===== config.mk =====
export PLATFORM = sky130hd
export DESIGN_NAME = top
export DESIGN_NICKNAME = d
export VERILOG_FILES = /design/src/rtl/top.sv
export SDC_FILE = /design/constraint.sdc
export NUM_CORES = 1
export LEC_CHECK = 0
export CELL_PAD_IN_SITES_DETAIL_PLACEMENT = 0
export CELL_PAD_IN_SITES_GLOBAL_PLACEMENT = 1
export CORE_MARGIN = 2
export CORE_UTILIZATION = 40
export CTS_BUF_LIST = sky130_fd_sc_hd__clkbuf_4 sky130_fd_sc_hd__clkbuf_8
export CTS_CLUSTER_DIAMETER = 50
export DETAILED_ROUTE_END_ITERATION = 6
export GPL_TIMING_DRIVEN = 0
export PLACE_DENSITY = 0.77
export SETUP_SLACK_MARGIN = 0.3
export SYNTH_ARGS = -nofsm -noshare
export SYNTH_HDL_FRONTEND = slang
export SYNTH_SLANG_ARGS = --single-unit

===== constraint.sdc =====
create_clock -name i_clk -period 2.7 [get_ports i_clk]
set_input_delay 0.54 -clock i_clk [delete_from_list [all_inputs] [get_ports i_clk]]
set_output_delay 0.54 -clock i_clk [all_outputs]
set_load 0.1 [all_outputs]

===== src/rtl/top.sv =====
// Dual pseudo-random "spinner": two independent LFSR-driven channels that burst, slow and freeze.
// Define TOP_SLOWDOWN_EN for a growing update interval (2,4,...,16 cycles); otherwise every interval is 4 cycles.

module top_chan #(
    parameter logic [15:0] SEED      = 16'hACE1,
    parameter int unsigned N_UPDATES = 8
) (
    input  logic       i_clk,
    input  logic       i_rst_n,
    input  logic       i_start,
    output logic [3:0] o_value
);
    localparam int unsigned CNT_W = $clog2(2 * N_UPDATES + 1);
    localparam int unsigned K_W   = $clog2(N_UPDATES + 1);

    typedef enum logic [1:0] {
        ST_IDLE = 2'd0,
        ST_RUN  = 2'd1,
        ST_DONE = 2'd2
    } state_t;

    state_t             r_state;
    state_t             w_state_nxt;
    logic [15:0]        r_lfsr;
    logic               r_start_q;
    logic [CNT_W-1:0]   r_cnt;
    logic [CNT_W-1:0]   w_cnt_nxt;
    logic [K_W-1:0]     r_k;
    logic [K_W-1:0]     w_k_nxt;
    logic [3:0]         r_out;
    logic [3:0]         w_out_nxt;
    logic               w_rise;
    logic               w_fb;
    logic [CNT_W-1:0]   w_limit;
    logic               w_hit;
    logic               w_final;

    assign w_rise = i_start & ~r_start_q;
    assign w_fb   = r_lfsr[0] ^ r_lfsr[2] ^ r_lfsr[3] ^ r_lfsr[5];

    // Last count of the current interval: interval(k) - 1
`ifdef TOP_SLOWDOWN_EN
    assign w_limit = CNT_W'({r_k, 1'b1});
`else
    assign w_limit = CNT_W'(3);
`endif

    assign w_hit   = (r_cnt == w_limit);
    assign w_final = (r_k == K_W'(N_UPDATES - 1));

    // LFSR free-runs regardless of FSM state
    always_ff @(posedge i_clk or negedge i_rst_n) begin
        if (!i_rst_n) begin
            r_lfsr    <= SEED;
            r_start_q <= 1'b0;
        end else begin
            r_lfsr    <= {w_fb, r_lfsr[15:1]};
            r_start_q <= i_start;
        end
    end

    always_ff @(posedge i_clk or negedge i_rst_n) begin
        if (!i_rst_n) begin
            r_state <= ST_IDLE;
            r_cnt   <= '0;
            r_k     <= '0;
            r_out   <= 4'h0;
        end else begin
            r_state <= w_state_nxt;
            r_cnt   <= w_cnt_nxt;
            r_k     <= w_k_nxt;
            r_out   <= w_out_nxt;
        end
    end

    // A rise during RUN is deliberately ignored
    always_comb begin
        w_state_nxt = r_state;
        w_cnt_nxt   = r_cnt;
        w_k_nxt     = r_k;
        w_out_nxt   = r_out;
        case (r_state)
            ST_IDLE, ST_DONE: begin
                if (w_rise) begin
                    w_state_nxt = ST_RUN;
                    w_cnt_nxt   = '0;
                    w_k_nxt     = '0;
                end
            end
            ST_RUN: begin
                if (w_hit) begin
                    w_out_nxt = r_lfsr[3:0];
                    w_cnt_nxt = '0;
                    w_k_nxt   = r_k + K_W'(1);
                    if (w_final) begin
                        w_state_nxt = ST_DONE;
                    end
                end else begin
                    w_cnt_nxt = r_cnt + CNT_W'(1);
                end
            end
            default: begin
                w_state_nxt = ST_IDLE;
            end
        endcase
    end

    assign o_value = r_out;
endmodule

module top #(
    parameter logic [15:0] SEED_1    = 16'hACE1,
    parameter logic [15:0] SEED_2    = 16'h1D2B,
    parameter int unsigned N_UPDATES = 8
) (
    input  logic       i_clk,
    input  logic       i_rst_n,
    input  logic       i_start,
    input  logic       i_start_2,
    output logic [3:0] o_random_out,
    output logic [3:0] o_random_out_2
);
    top_chan #(
        .SEED      (SEED_1),
        .N_UPDATES (N_UPDATES)
    ) u_ch1 (
        .i_clk   (i_clk),
        .i_rst_n (i_rst_n),
        .i_start (i_start),
        .o_value (o_random_out)
    );

    top_chan #(
        .SEED      (SEED_2),
        .N_UPDATES (N_UPDATES)
    ) u_ch2 (
        .i_clk   (i_clk),
        .i_rst_n (i_rst_n),
        .i_start (i_start_2),
        .o_value (o_random_out_2)
    );
endmodule


==> reports/qor.txt <==
Final Setup Violations -> 0
Post-synth EDFFs -> 0
Longest Clk Path Bufs -> 2
Syn Std Cell Area -> 2370 µm²
Ys async rst share -> 100%
Via count of the first global-routing pass -> 1,362
Flop-to-flop setup slack -> 0.62 ns
Core area -> 5820 µm²
Worst Path Max Fanout -> 2
Worst R2R Path Depth -> 6
PortBufs -> 11
Worst Path Required -> 2.16 ns
CTS H-Tree Depth -> 3
Setup crit end kind -> output pin
Leak pwr -> 1.40 nW
R2R Path Start -> u_ch2.r_cnt[0]
Run status -> completed
Final Power -> 2.49 mW
Worst-Margin Slew -> 0.972 ns
Die W -> 81.1 µm
Cell variety after synth -> 36
Fin. max-slew vios -> 0
Postcts setup bufs -> 0
First-pass GRT wire length -> 6780 µm
Routed via count -> 1,353
Clk slew on worst S/H paths -> 0.07 ns
Mapped Avg Cell Area -> 13.7 µm²
Main flop type after synthesis -> dfrtp_1
Layout Utilization -> 48.8%
Hold buffer count at CTS -> 0
Tcrit/Tclk final -> 77.2%
Pwr Density -> 878 nW/µm²
Placed Cells incl. Taps -> 260
Place WS -> 0.427 ns
Worst slew margin -> 35.1%
RSZ-0062 raised after global routing -> false
Clock sinks -> 64
Post-DR wirelength/cell -> 13.8 µm
Peak Freq -> 480 MHz
Peak supply drop -> 465 µV
CP arrival -> 1.55 ns
CP max stage delay -> 0.86 ns
Initial antenna violation count -> 0
Routability cong. -> 0.758
CTS root buf -> clkbuf_8
Mapped Cells -> 173
DRT Pass-1 Iters -> 4
Finished Layout Cells -> 276
Remaining Overflow, GRT -> 0
Share of cells above drive strength 1 -> 23.4%
DRT iter0 DRCs -> 68
Reg2reg end -> u_ch2.r_k[2]
Routed Antenna Nets -> 0
Inserted Diodes -> 0
Final wirelength -> 3800 µm
All-Layer GR Usage -> 14.1%
Initial Util -> 40.8%
Clock buffer count from CTS -> 9
Worst hold path class -> in2async
Fin Clk Skew -> 0.00720 ns
Sequential fraction of the synthesis area -> 68.3%
Via density -> 4.90
Ys Warns -> 0
Syn-to-layout area delta -> 19.5%
Ports -> 12
Critical path cell sequence -> dlygate4sd2_1
Post-DP HPWL -> 2240 µm
Worst hold slack -> 0.213 ns
Syn Nets -> 181
CTS tree -> done
Buffers & Inverters on Critical Path -> 1
DRC viols -> 0
Final WS setup -> 0.615 ns
# rows -> 28
Critical path's top delay family -> buffers and inverters
Chip Height -> 81.1 µm
Clock latency on the worst-skew pair -> 0.34 ns
Final critical-path required period -> 2.09 ns
Nets -> 204
Final Hold Fails -> 0
Critical path startpoint category -> flip-flop
Crit Path Class -> reg2out
Maxcap violations -> 0
Yosys reg bits -> 64
Crit-path slowest cell -> dlygate4sd2_1
Largest net degree at the start of global routing -> 40
Die area -> 6570 µm²
==> logic make-up after synthesis <==
group           Yosys count  share of synthesized area, %
flops                    64                          68.3
simple gates             45                          10.9
fa+ha+maj                 4                          2.11
xor+xnor                  9                          3.32
buf+inv                  12                          2.27
compound gates           29                          7.90
mux                      10                          5.27
==> final cells by class <==
cell class	count	area (µm²)
multi-input combinational	97	699
clock inverter	7	104
tap	75	93.8
buffer	7	35.0
sequential	64	1620
fill	518	2980
clock buffer	9	124
inverter	5	18.8
timing repair buffer	12	141
==> synth_stat cells (3+ instances only) <==
master | n | area, µm²
dfrtp_1 | 48 | 1200
dfstp_2 | 16 | 420
nand2_1 | 13 | 48.8
o21ai_0 | 12 | 60.1
nand3_1 | 11 | 55.1
o211ai_1 | 7 | 52.6
clkbuf_1 | 5 | 18.8
inv_1 | 5 | 18.8
xor2_1 | 5 | 43.8
ha_1 | 4 | 50.1
mux2_2 | 4 | 45.0
mux2_4 | 4 | 60.1
xnor2_1 | 4 | 35.0
nand2b_1 | 3 | 18.8
nand4_1 | 3 | 18.8
nor3b_1 | 3 | 22.5
==> cells in the final DEF, fill, tap and decap left out, types with 4 or more instances in the layout <==
cell / Yosys / routed
nand3_1: 11 / 11
clkbuf_1: 5 / 5
ha_1: 4 / 4
nand2_1: 13 / 13
dfstp_2: 16 / 16
xor2_1: 5 / 5
inv_1: 5 / 5
o21ai_0: 12 / 12
mux2_2: 4 / 4
dlymetal6s2s_1: 0 / 7
o211ai_1: 7 / 7
clkbuf_8: 0 / 9
xnor2_1: 4 / 4
mux2_4: 4 / 4
dfrtp_1: 48 / 48
==> through the flow <==
step                instance area (µm²)  TNS (ns)
floorplan                          2370         0
global placement                   2580    -47.92
detailed placement                 2590         0
CTS                                2820         0
global route                       2840         0
finish                             2840         0
==> state kept, by name, summed over array words and instances, names as in the netlist <==
register         cells
u_ch1.r_state        2
u_ch2.r_lfsr        16
u_ch2.o_value        4
u_ch1.o_value        4
u_ch2.r_start_q      1
u_ch2.r_k            4
u_ch2.r_cnt          5
u_ch1.r_k            4
u_ch1.r_lfsr        16
u_ch2.r_state        2
u_ch1.r_start_q      1
u_ch1.r_cnt          5
==> layer usage <==
layer | part of all wire [%] | wire (µm) | global-route usage [%]
met1 | 53 | 2020 | 20.8
met4 | 1.6 | 61 | 7.63
met2 | 41 | 1560 | 17.4
met3 | 4.0 | 151 | 5.67
met5 | 0 | 0 | 0
==> worst max-delay path by stage <==
| stage | depth (start not counted) | slack, ns | endpoint | from |
|---|---|---|---|---|
| 3_5_place_dp | 4 | 0.43 | u_ch2.r_k[2] | i_start_2 |
| 6_report | 1 | 0.61 | o_random_out_2[0] | u_ch2.o_value[0] |
| 3_3_place_gp | 1 | -0.93 | u_ch2.o_value[2] | i_rst_n |
| 4_1_cts | 1 | 0.30 | o_random_out_2[3] | u_ch2.o_value[3] |
| 5_1_grt | 4 | 0.46 | u_ch1.o_value[0] | u_ch1.r_cnt[0] |
| 2_1_floorplan | 6 | 0.79 | u_ch2.r_k[2] | u_ch2.r_cnt[0] |
==> what timing repair did <==
item,CTS,global route
pin swaps,0,0
gates cloned,0,0
setup endpoints to repair,1,7
gates resized for setup,1,7
==> power by group <==
| part | total, mW | switching (mW) | internal [mW] |
|---|---|---|---|
| Sequential | 1.15 | 0.0949 | 1.06 |
| Clock | 0.918 | 0.388 | 0.530 |
| Combinational | 0.417 | 0.237 | 0.180 |
Note: power is estimated with default switching activity, not from simulation.
